[src/rtl/ws2812_pkg.sv]
// Shared command encoding and sequencer state type for the WS2812 transmit path.
// The encoder imports the same command constants so both sides agree on the symbol codes.
package ws2812_pkg;

  localparam int PIXEL_W = 24;

  localparam logic [1:0] CMD_IDLE  = 2'b00;
  localparam logic [1:0] CMD_TX    = 2'b01;
  localparam logic [1:0] CMD_RESET = 2'b10;

  typedef enum logic [1:0] {
    ST_IDLE,
    ST_TX,
    ST_STALL,
    ST_LATCH
  } seq_state_t;

endpackage

[src/rtl/ws2812_pixel_hold.sv]
// One-entry valid/ready buffer holding the next pixel word and its end-of-frame flag.
// The ready output stays low until the first clock after reset release.
module ws2812_pixel_hold
  import ws2812_pkg::*;
(
  input  logic               clk,
  input  logic               rst_n,
  input  logic [PIXEL_W-1:0] in_data,
  input  logic               in_last,
  input  logic               in_valid,
  output logic               in_ready,
  input  logic               take,
  output logic [PIXEL_W-1:0] hold_data,
  output logic               hold_last,
  output logic               hold_valid
);

  logic armed;

  assign in_ready = armed && !hold_valid;

  always_ff @(posedge clk or negedge rst_n) begin
    if (!rst_n) begin
      armed      <= 1'b0;
      hold_valid <= 1'b0;
    end else begin
      armed <= 1'b1;
      if (in_valid && in_ready) begin
        hold_valid <= 1'b1;
      end else if (take) begin
        hold_valid <= 1'b0;
      end
    end
  end

  // Payload is only meaningful while hold_valid is set, so it carries no reset.
  always_ff @(posedge clk) begin
    if (in_valid && in_ready) begin
      hold_data <= in_data;
      hold_last <= in_last;
    end
  end

endmodule

[src/rtl/ws2812_frame_sequencer.sv]
// Feeds GRB pixel words MSB-first into the unipolar RZ encoder, one bit per CMD_TX symbol,
// and closes each frame with a run of RESET_BITS CMD_RESET symbols.
module ws2812_frame_sequencer
  import ws2812_pkg::*;
#(
  parameter int RESET_BITS = 64
) (
  input  logic        clk,
  input  logic        rst_n,
  input  logic [23:0] pix_data,
  input  logic        pix_last,
  input  logic        pix_valid,
  output logic        pix_ready,
  input  logic        enc_cmd_req,
  input  logic        enc_data_req,
  output logic [1:0]  enc_cmd,
  output logic        enc_databit,
  output logic        busy,
  output logic        frame_done,
  output logic        underrun,
  input  logic        underrun_clr
);

  localparam logic [9:0] LATCH_INIT = 10'(RESET_BITS - 1);
  localparam logic [4:0] TOP_BIT    = 5'(PIXEL_W - 1);

  seq_state_t         state;
  logic [PIXEL_W-1:0] shreg;
  logic               shreg_last;
  logic [4:0]         bit_cnt;
  logic [9:0]         latch_cnt;
  logic [PIXEL_W-1:0] hold_data;
  logic               hold_last;
  logic               hold_valid;
  logic               take;
  logic               boundary;

  assign boundary    = (state == ST_TX) && enc_data_req && (bit_cnt == 5'd0);
  assign enc_databit = (state == ST_TX) && shreg[PIXEL_W-1];

  // The hold buffer empties into shreg on the same edge the state machine consumes it.
  always_comb begin
    take = 1'b0;
    case (state)
      ST_IDLE, ST_STALL: take = hold_valid;
      ST_TX:             take = boundary && !shreg_last && hold_valid;
      default:           take = 1'b0;
    endcase
  end

  ws2812_pixel_hold u_hold (
    .clk        (clk),
    .rst_n      (rst_n),
    .in_data    (pix_data),
    .in_last    (pix_last),
    .in_valid   (pix_valid),
    .in_ready   (pix_ready),
    .take       (take),
    .hold_data  (hold_data),
    .hold_last  (hold_last),
    .hold_valid (hold_valid)
  );

  always_ff @(posedge clk) begin
    if (take) begin
      shreg      <= hold_data;
      shreg_last <= hold_last;
    end else if ((state == ST_TX) && enc_data_req) begin
      shreg <= {shreg[PIXEL_W-2:0], 1'b0};
    end
  end

  always_ff @(posedge clk or negedge rst_n) begin
    if (!rst_n) begin
      state      <= ST_IDLE;
      bit_cnt    <= 5'd0;
      latch_cnt  <= 10'd0;
      enc_cmd    <= CMD_IDLE;
      busy       <= 1'b0;
      frame_done <= 1'b0;
      underrun   <= 1'b0;
    end else begin
      frame_done <= 1'b0;
      if (underrun_clr) begin
        underrun <= 1'b0;
      end
      case (state)
        ST_IDLE, ST_STALL: begin
          if (hold_valid) begin
            state   <= ST_TX;
            bit_cnt <= TOP_BIT;
            enc_cmd <= CMD_TX;
            busy    <= 1'b1;
          end
        end
        ST_TX: begin
          if (enc_data_req) begin
            bit_cnt <= bit_cnt - 5'd1;
            if (bit_cnt == 5'd0) begin
              if (shreg_last) begin
                state     <= ST_LATCH;
                latch_cnt <= LATCH_INIT;
                enc_cmd   <= CMD_RESET;
              end else if (hold_valid) begin
                bit_cnt <= TOP_BIT;
              end else begin
                // Set placed after the clear so it wins in the same cycle.
                state    <= ST_STALL;
                enc_cmd  <= CMD_IDLE;
                underrun <= 1'b1;
              end
            end
          end
        end
        ST_LATCH: begin
          if (enc_cmd_req) begin
            latch_cnt <= latch_cnt - 10'd1;
            if (latch_cnt == 10'd0) begin
              state      <= ST_IDLE;
              enc_cmd    <= CMD_IDLE;
              busy       <= 1'b0;
              frame_done <= 1'b1;
            end
          end
        end
        default: state <= ST_IDLE;
      endcase
    end
  end

endmodule
[config.mk]
export PLATFORM = sky130hd
export DESIGN_NAME = ws2812_frame_sequencer
export DESIGN_NICKNAME = d
export VERILOG_FILES = /design/src/rtl/ws2812_pkg.sv /design/src/rtl/ws2812_pixel_hold.sv /design/src/rtl/ws2812_frame_sequencer.sv
export SDC_FILE = /design/constraint.sdc
export NUM_CORES = 1
export LEC_CHECK = 0
export CORE_UTILIZATION = 30
export DETAILED_ROUTE_END_ITERATION = 10
export GPL_ROUTABILITY_DRIVEN = 0
export PLACE_DENSITY_LB_ADDON = 0.12
export SYNTH_ARGS = -nofsm -noshare
export SYNTH_HDL_FRONTEND = slang
export SYNTH_SLANG_ARGS = --single-unit
[constraint.sdc]
create_clock -name clk -period 2.83 [get_ports clk]
set_input_delay 0.283 -clock clk [delete_from_list [all_inputs] [get_ports clk]]
set_output_delay 0.283 -clock clk [all_outputs]
set_load 0.02 [all_outputs]
### Yosys cells after proc, flatten, opt, wreduce, memory -nomap -nowiden

Index checks and enable logic that the tools add are counted.

| word-level totals | value |
|---|---|
| output and inout bits | 7 |
| register bits after elaboration | 74 |
| bits of input ports | 31 |
| word-level logic and storage cells | 89 |

| cells by class | value |
|---|---|
| reduce and logical (&&, ||, !) cells | 22 |
| equal/unequal tests | 10 |
| add/sub/neg operators | 2 |
| muxes and demuxes | 42 |

Operators by type and width:

| kind | count |
|---|---|
| two-way mux 24 bit | 2 |
| two-way mux 10 bit | 4 |
| two-way mux 5 bit | 5 |
| two-way mux 2 bit | 11 |
| one-hot mux 10 bit (2 select lines) | 1 |
| two-way mux 1 bit | 14 |
| one-hot mux 2 bit (3 select lines) | 2 |
| zero test 10 bit | 1 |
| one-hot mux 5 bit (2 select lines) | 1 |
| nonzero test 2 bit | 5 |
| subtractor 10 x 1 -> 10 bit, second input constant | 1 |
| != test 2 bit, second input constant | 4 |
| logical AND 1 bit | 7 |
| AND reduction 6 bit | 1 |
| zero test 5 bit | 1 |
| AND reduction 5 bit | 1 |
| subtractor 5 x 1 -> 5 bit, second input constant | 1 |
| equality test 2 bit, second input constant | 2 |
| != test 2 x 1 -> 1 bit, second input constant | 2 |
| one-hot mux 1 bit (2 select lines) | 2 |
| AND reduction 4 bit | 1 |
| != test 3 bit, second input constant | 1 |
| AND reduction 3 bit | 1 |
| equality test 2 x 1 -> 1 bit, second input constant | 1 |
| 3 further kinds | 4 |

### Logic depth before layout (Yosys ltp)

| depth | value |
|---|---|
| depth in word-level cells | 8 |
| gate-level depth with buffers | 7 |
| depth with buffers taken out | 6 |

### Hierarchy

From an unflattened synthesis, not the netlist that was laid out.

| second synthesis, totals | value |
|---|---|
| cell total of the unflattened synthesis | 223 |
| area, all modules | 3228.1 um^2 |

Modules (own cells, without submodules):

| module | area each (um^2) | cells each | instances | sequential area each (um^2) |
|---|---|---|---|---|
| ws2812_frame_sequencer | 2399.8 | 191 | 1 | 1301.2 |
| ws2812_pixel_hold | 828.3 | 32 | 1 | 800.8 |

### Worst setup path after synthesis

No wires, ideal clock.

| timing path | value |
|---|---|
| path type | register -> register |
| start | reg bit_cnt[0] |
| end | reg shreg[10], data pin |
| data required time | 2.570 ns |
| clock period less this slack | 2.274 ns |
| path slack | 0.556 ns |
| setup time | 0.260 ns |
| path buffers | 1 |
| arrival time | 2.013 ns |
| stages on the path, launching flop included | 8 |
| cells stage by stage | dfrtp_1 inv_1 ha_1 or4b_4 o41ai_4 nand2_4 buf_6 mux2_4 |

| between the ends | value |
|---|---|
| cells in the longest elaborated chain, start to end | 6 |

RTL lines:

| what | RTL line | source |
|---|---|---|
| start: declaration | ws2812_frame_sequencer.sv:30 | `logic [4:0] bit_cnt;` |
| start signal: assignment | ws2812_frame_sequencer.sv:98 | `bit_cnt <= bit_cnt - 5'd1;` |
| zero test 5 bit | ws2812_frame_sequencer.sv:38 | `assign boundary = (state == ST_TX) && enc_data_req && (bit_cnt == 5'd0);` |
| logical AND 1 bit | ws2812_frame_sequencer.sv:38 |  |
| logical AND 1 bit (2 in series) | ws2812_frame_sequencer.sv:46 | `ST_TX: take = boundary && !shreg_last && hold_valid;` |
| one-hot mux 1 bit (2 select lines) | ws2812_frame_sequencer.sv:44 | `case (state)` |
| two-way mux 24 bit | ws2812_frame_sequencer.sv:65 | `if (take) begin` |
| end signal: assignment | ws2812_frame_sequencer.sv:66 | `shreg <= hold_data;` |
| end signal: assignment | ws2812_frame_sequencer.sv:69 | `shreg <= {shreg[PIXEL_W-2:0], 1'b0};` |
| end: declaration | ws2812_frame_sequencer.sv:28 | `logic [PIXEL_W-1:0] shreg;` |

Every way passes these cells.
A chain may end at the register's enable or synchronous reset.

### Worst setup path after layout

| timing path | value |
|---|---|
| start | reg bit_cnt[0] |
| end | reg shreg[21], data pin |

Same word-level chain as after synthesis.

==> key figures <==
Finish
  – Synth-to-Final Area Change: 24.5%
  – Fin nets: 287
  – Commonest non-fill, non-tap cells in the layout: 50 x edfxtp_1, 37 x clkdlybuf4s50_1, 24 x dfrtp_1
  – Design Area, Final: 0.00392 mm2
  – Non-filler cells, final: 393
  – Commonest non-fill, non-tap cell in the layout: edfxtp_1
  – Layout cells sized above 1: 17.9%
  – N_diodes: 0
  – Fillers: about 990

Place
  – Setup Slack @ Placement: 0.291 ns
  – Dpl hpwl: 3620 um
  – Port bufs: 37
  – Inst Count DP: 378
  – DP Area: between 0.003 and 0.004 mm2

Critical path
  – CP Cell Sequence: inv_1 -> ha_1 -> or4b_4 -> o41ai_4 -> nand2_4 -> mux2_4
  – Critical path class: flop to flop
  – Crit end category: flop
  – Worst path arrival time: 2.60 ns
  – CP peak stage delay: 0.52 ns
  – Crit-path max FO: 24
  – Worst Setup Start Kind: flop
  – WP data required: 2.92 ns
  – CP max stage cell: or4b_4

Run status
  – Outcome: finished, violations left
  – Failing checks: design-rule violations

STA
  – Setup ws final: 0.320 ns
  – RSZ-0062 raised after global routing: false
  – Final Hold Fails: 0
  – Final setup vio count: 0
  – Min Tclk post-route: 2.51 ns
  – Setup Skew: 0.00965 ns
  – Max Freq: 398 MHz
  – Final Slew Violations: 0
  – Setup TNS: 0 ns
  – Tcrit/Tclk final: roughly nine tenths

Routing
  – DR iter-0 viols: 35
  – Antenna-violating nets left: 0
  – Routed Wire Length: 5520 um
  – Routed WL per cell: 14.1 um
  – Vias per cell: 4.52
  – DR vias: approximately 1800
  – Drt drc: 1
  – First-pass detailed-route iteration total: 8

Yosys
  – Mapped Cells: 207
  – EDFF count, synth: 50
  – Register area share after synthesis: 66.8%
  – Primary FF master, synth: edfxtp_1
  – Cell taking the most area after synthesis: edfxtp_1
  – Post-synth top area share: 47.7%
  – Area contributors post-synth: edfxtp_1 48%, dfrtp_1 19%, mux2_4 9.1%
  – Post-synth ARST share: 32.4%
  – Mapped Area: 0.00315 mm2
  – Yosys warning total: 0
  – Syn nets: 241
  – #FFs+latches synth: 74
  – Post-Syn Area per Cell: 15.2 um2
  – Yosys cell types: 43

Floorplan
  – Die area: about 0.011 mm2
  – Core ar.: 0.0102 mm2
  – Die H: 104 um
  – Chip width: roughly 100 um
  – Initial Util: a little under a third
  – Num rows: 37
  – Io pins: 38

Global routing
  – Global-route wire length before repair: around 9200 um
  – Initial antenna violation count: 0
  – Grt ovf: 0
  – GR Util All Layers: 11.2%
  – Vias in the first global route: around 1800
  – Largest net degree at the start of global routing: 32

Clock tree
  – Hold buffers post-CTS: 0
  – Latest clock arrival within the worst-skew pair: ~0.34 ns
  – CTS tree: yes
  – H-tree Lvls: 3
  – Clk sinks: 74
  – Max Root-Sink Buffers: 2
  – Resized cells post-CTS: 0
  – Clk slew on worst S/H paths: 0.08 ns
  – Cts bufs inserted: 9
  – Post-CTS Setup Bufs: 0
  – CTS root buf: clkbuf_8

Power and ir drop
  – PwrDens: 861 mW/mm2
  – Peak supply drop: 308 uV
  – Static Leak: 0.00155 uW

Hold path
  – Hold Path Class: primary input to async pin

Job
  – Number of max-cap violations: 0
worst max-delay path: cells and delay by family (launching register included):
kind | cells | cell delay (ns)
adders and majority gates | 1 | 0.19
buffers and inverters | 1 | 0.07
AOI/OAI and AO/OA | 1 | 0.36
muxes | 1 | 0.39
DFF | 1 | 0.41
and+or+nand+nor | 2 | 0.85
cell type report:
type | count | area, um2 | area share, %
Sequential cell | 74 | 2100 | 53.7
Timing Repair Buffer | 41 | 400 | 10.2
Multi-Input combinational cell | 114 | 957 | 24.4
Tap cell | 136 | 170 | 4.34
Clock buffer | 9 | 124 | 3.16
Clock inverter | 6 | 115 | 2.94
Inverter | 13 | 48.8 | 1.25
cell families after synthesis:
logic type,after synthesis,share of synthesized area (%)
multiplexers,25,11.2
adder cells (fa/ha/maj),3,1.19
XOR/XNOR,7,1.95
AND/OR/NAND/NOR,55,10.4
flip-flops,74,66.8
other,1,0.119
buffers and inverters,19,2.74
AO/OA/AOI/OAI,23,5.57
stage by stage:
step	hold WS (ns)	total power, uW	util (%)
after floorplan	-0.0126	2150	-
after global placement	0.406	2420	36.0
after detailed placement	0.408	2420	36.0
after CTS	0.302	3430	38.3
after global routing	0.323	3590	38.3
final	0.304	3370	38.3
path summary, 6_finish.rpt:
path / slack (ns) / depth (start not counted) / endpoint / startpoint
max: 0.32 / 6 / shreg[21] / bit_cnt[0]
min in group clk: 0.43 / 0 / shreg_last / u_hold.hold_last
max in group asynchronous: 2.27 / 2 / bit_cnt[2] / rst_n
max reg2reg: 0.32 / 6 / shreg[21] / bit_cnt[0]
min reg2reg: 0.43 / 0 / shreg_last / u_hold.hold_last
min: 0.30 / 2 / latch_cnt[3] / rst_n
cell usage after synthesis, types with 2 or more instances:
cell type / number
mux2_4: 19
a31oi_1: 2
xor2_1: 6
ha_1: 3
nand2b_1: 3
or3_1: 2
mux2_2: 5
nor2b_1: 2
inv_1: 13
nor4b_1: 3
and3_1: 3
nand3_1: 5
and4_1: 2
clkbuf_1: 4
nand4_1: 4
nor2_1: 10
a21oi_1: 5
nand2_1: 5
a22oi_1: 2
nor3_1: 4
nor4_1: 2
nor3b_1: 3
dfrtp_1: 24
buf_6: 2
a2bb2oi_1: 2
o21ai_0: 4
edfxtp_1: 50
and2_1: 3
sequential cells by signal (all words and copies together) (netlist names):
| name | flops |
|---|---|
| shreg | 24 |
| u_hold.hold_data | 24 |
| latch_cnt | 10 |
| bit_cnt | 5 |
| enc_cmd | 2 |
| state | 2 |
| busy | 1 |
| frame_done | 1 |
| shreg_last | 1 |
| u_hold.armed | 1 |
| u_hold.hold_last | 1 |
| u_hold.hold_valid | 1 |
| underrun | 1 |
where the power goes:
group	total, uW	internal, uW	leakage, uW	switching (uW)
logic	752	388	0.000679	365
registers	1630	1440	0.000756	192
clock network	986	585	0.000116	400
total	3370	2420	0.00155	958
metal layers:
metal	GRT usage, %	vias to the layer above	routed length [um]
met5	0	-	0
met4	5.20	0	51
met3	3.63	2	149
met2	16.0	26	2590
met1	15.1	886	2740
li1	-	863	-
(Power assumes the default switching activity.)
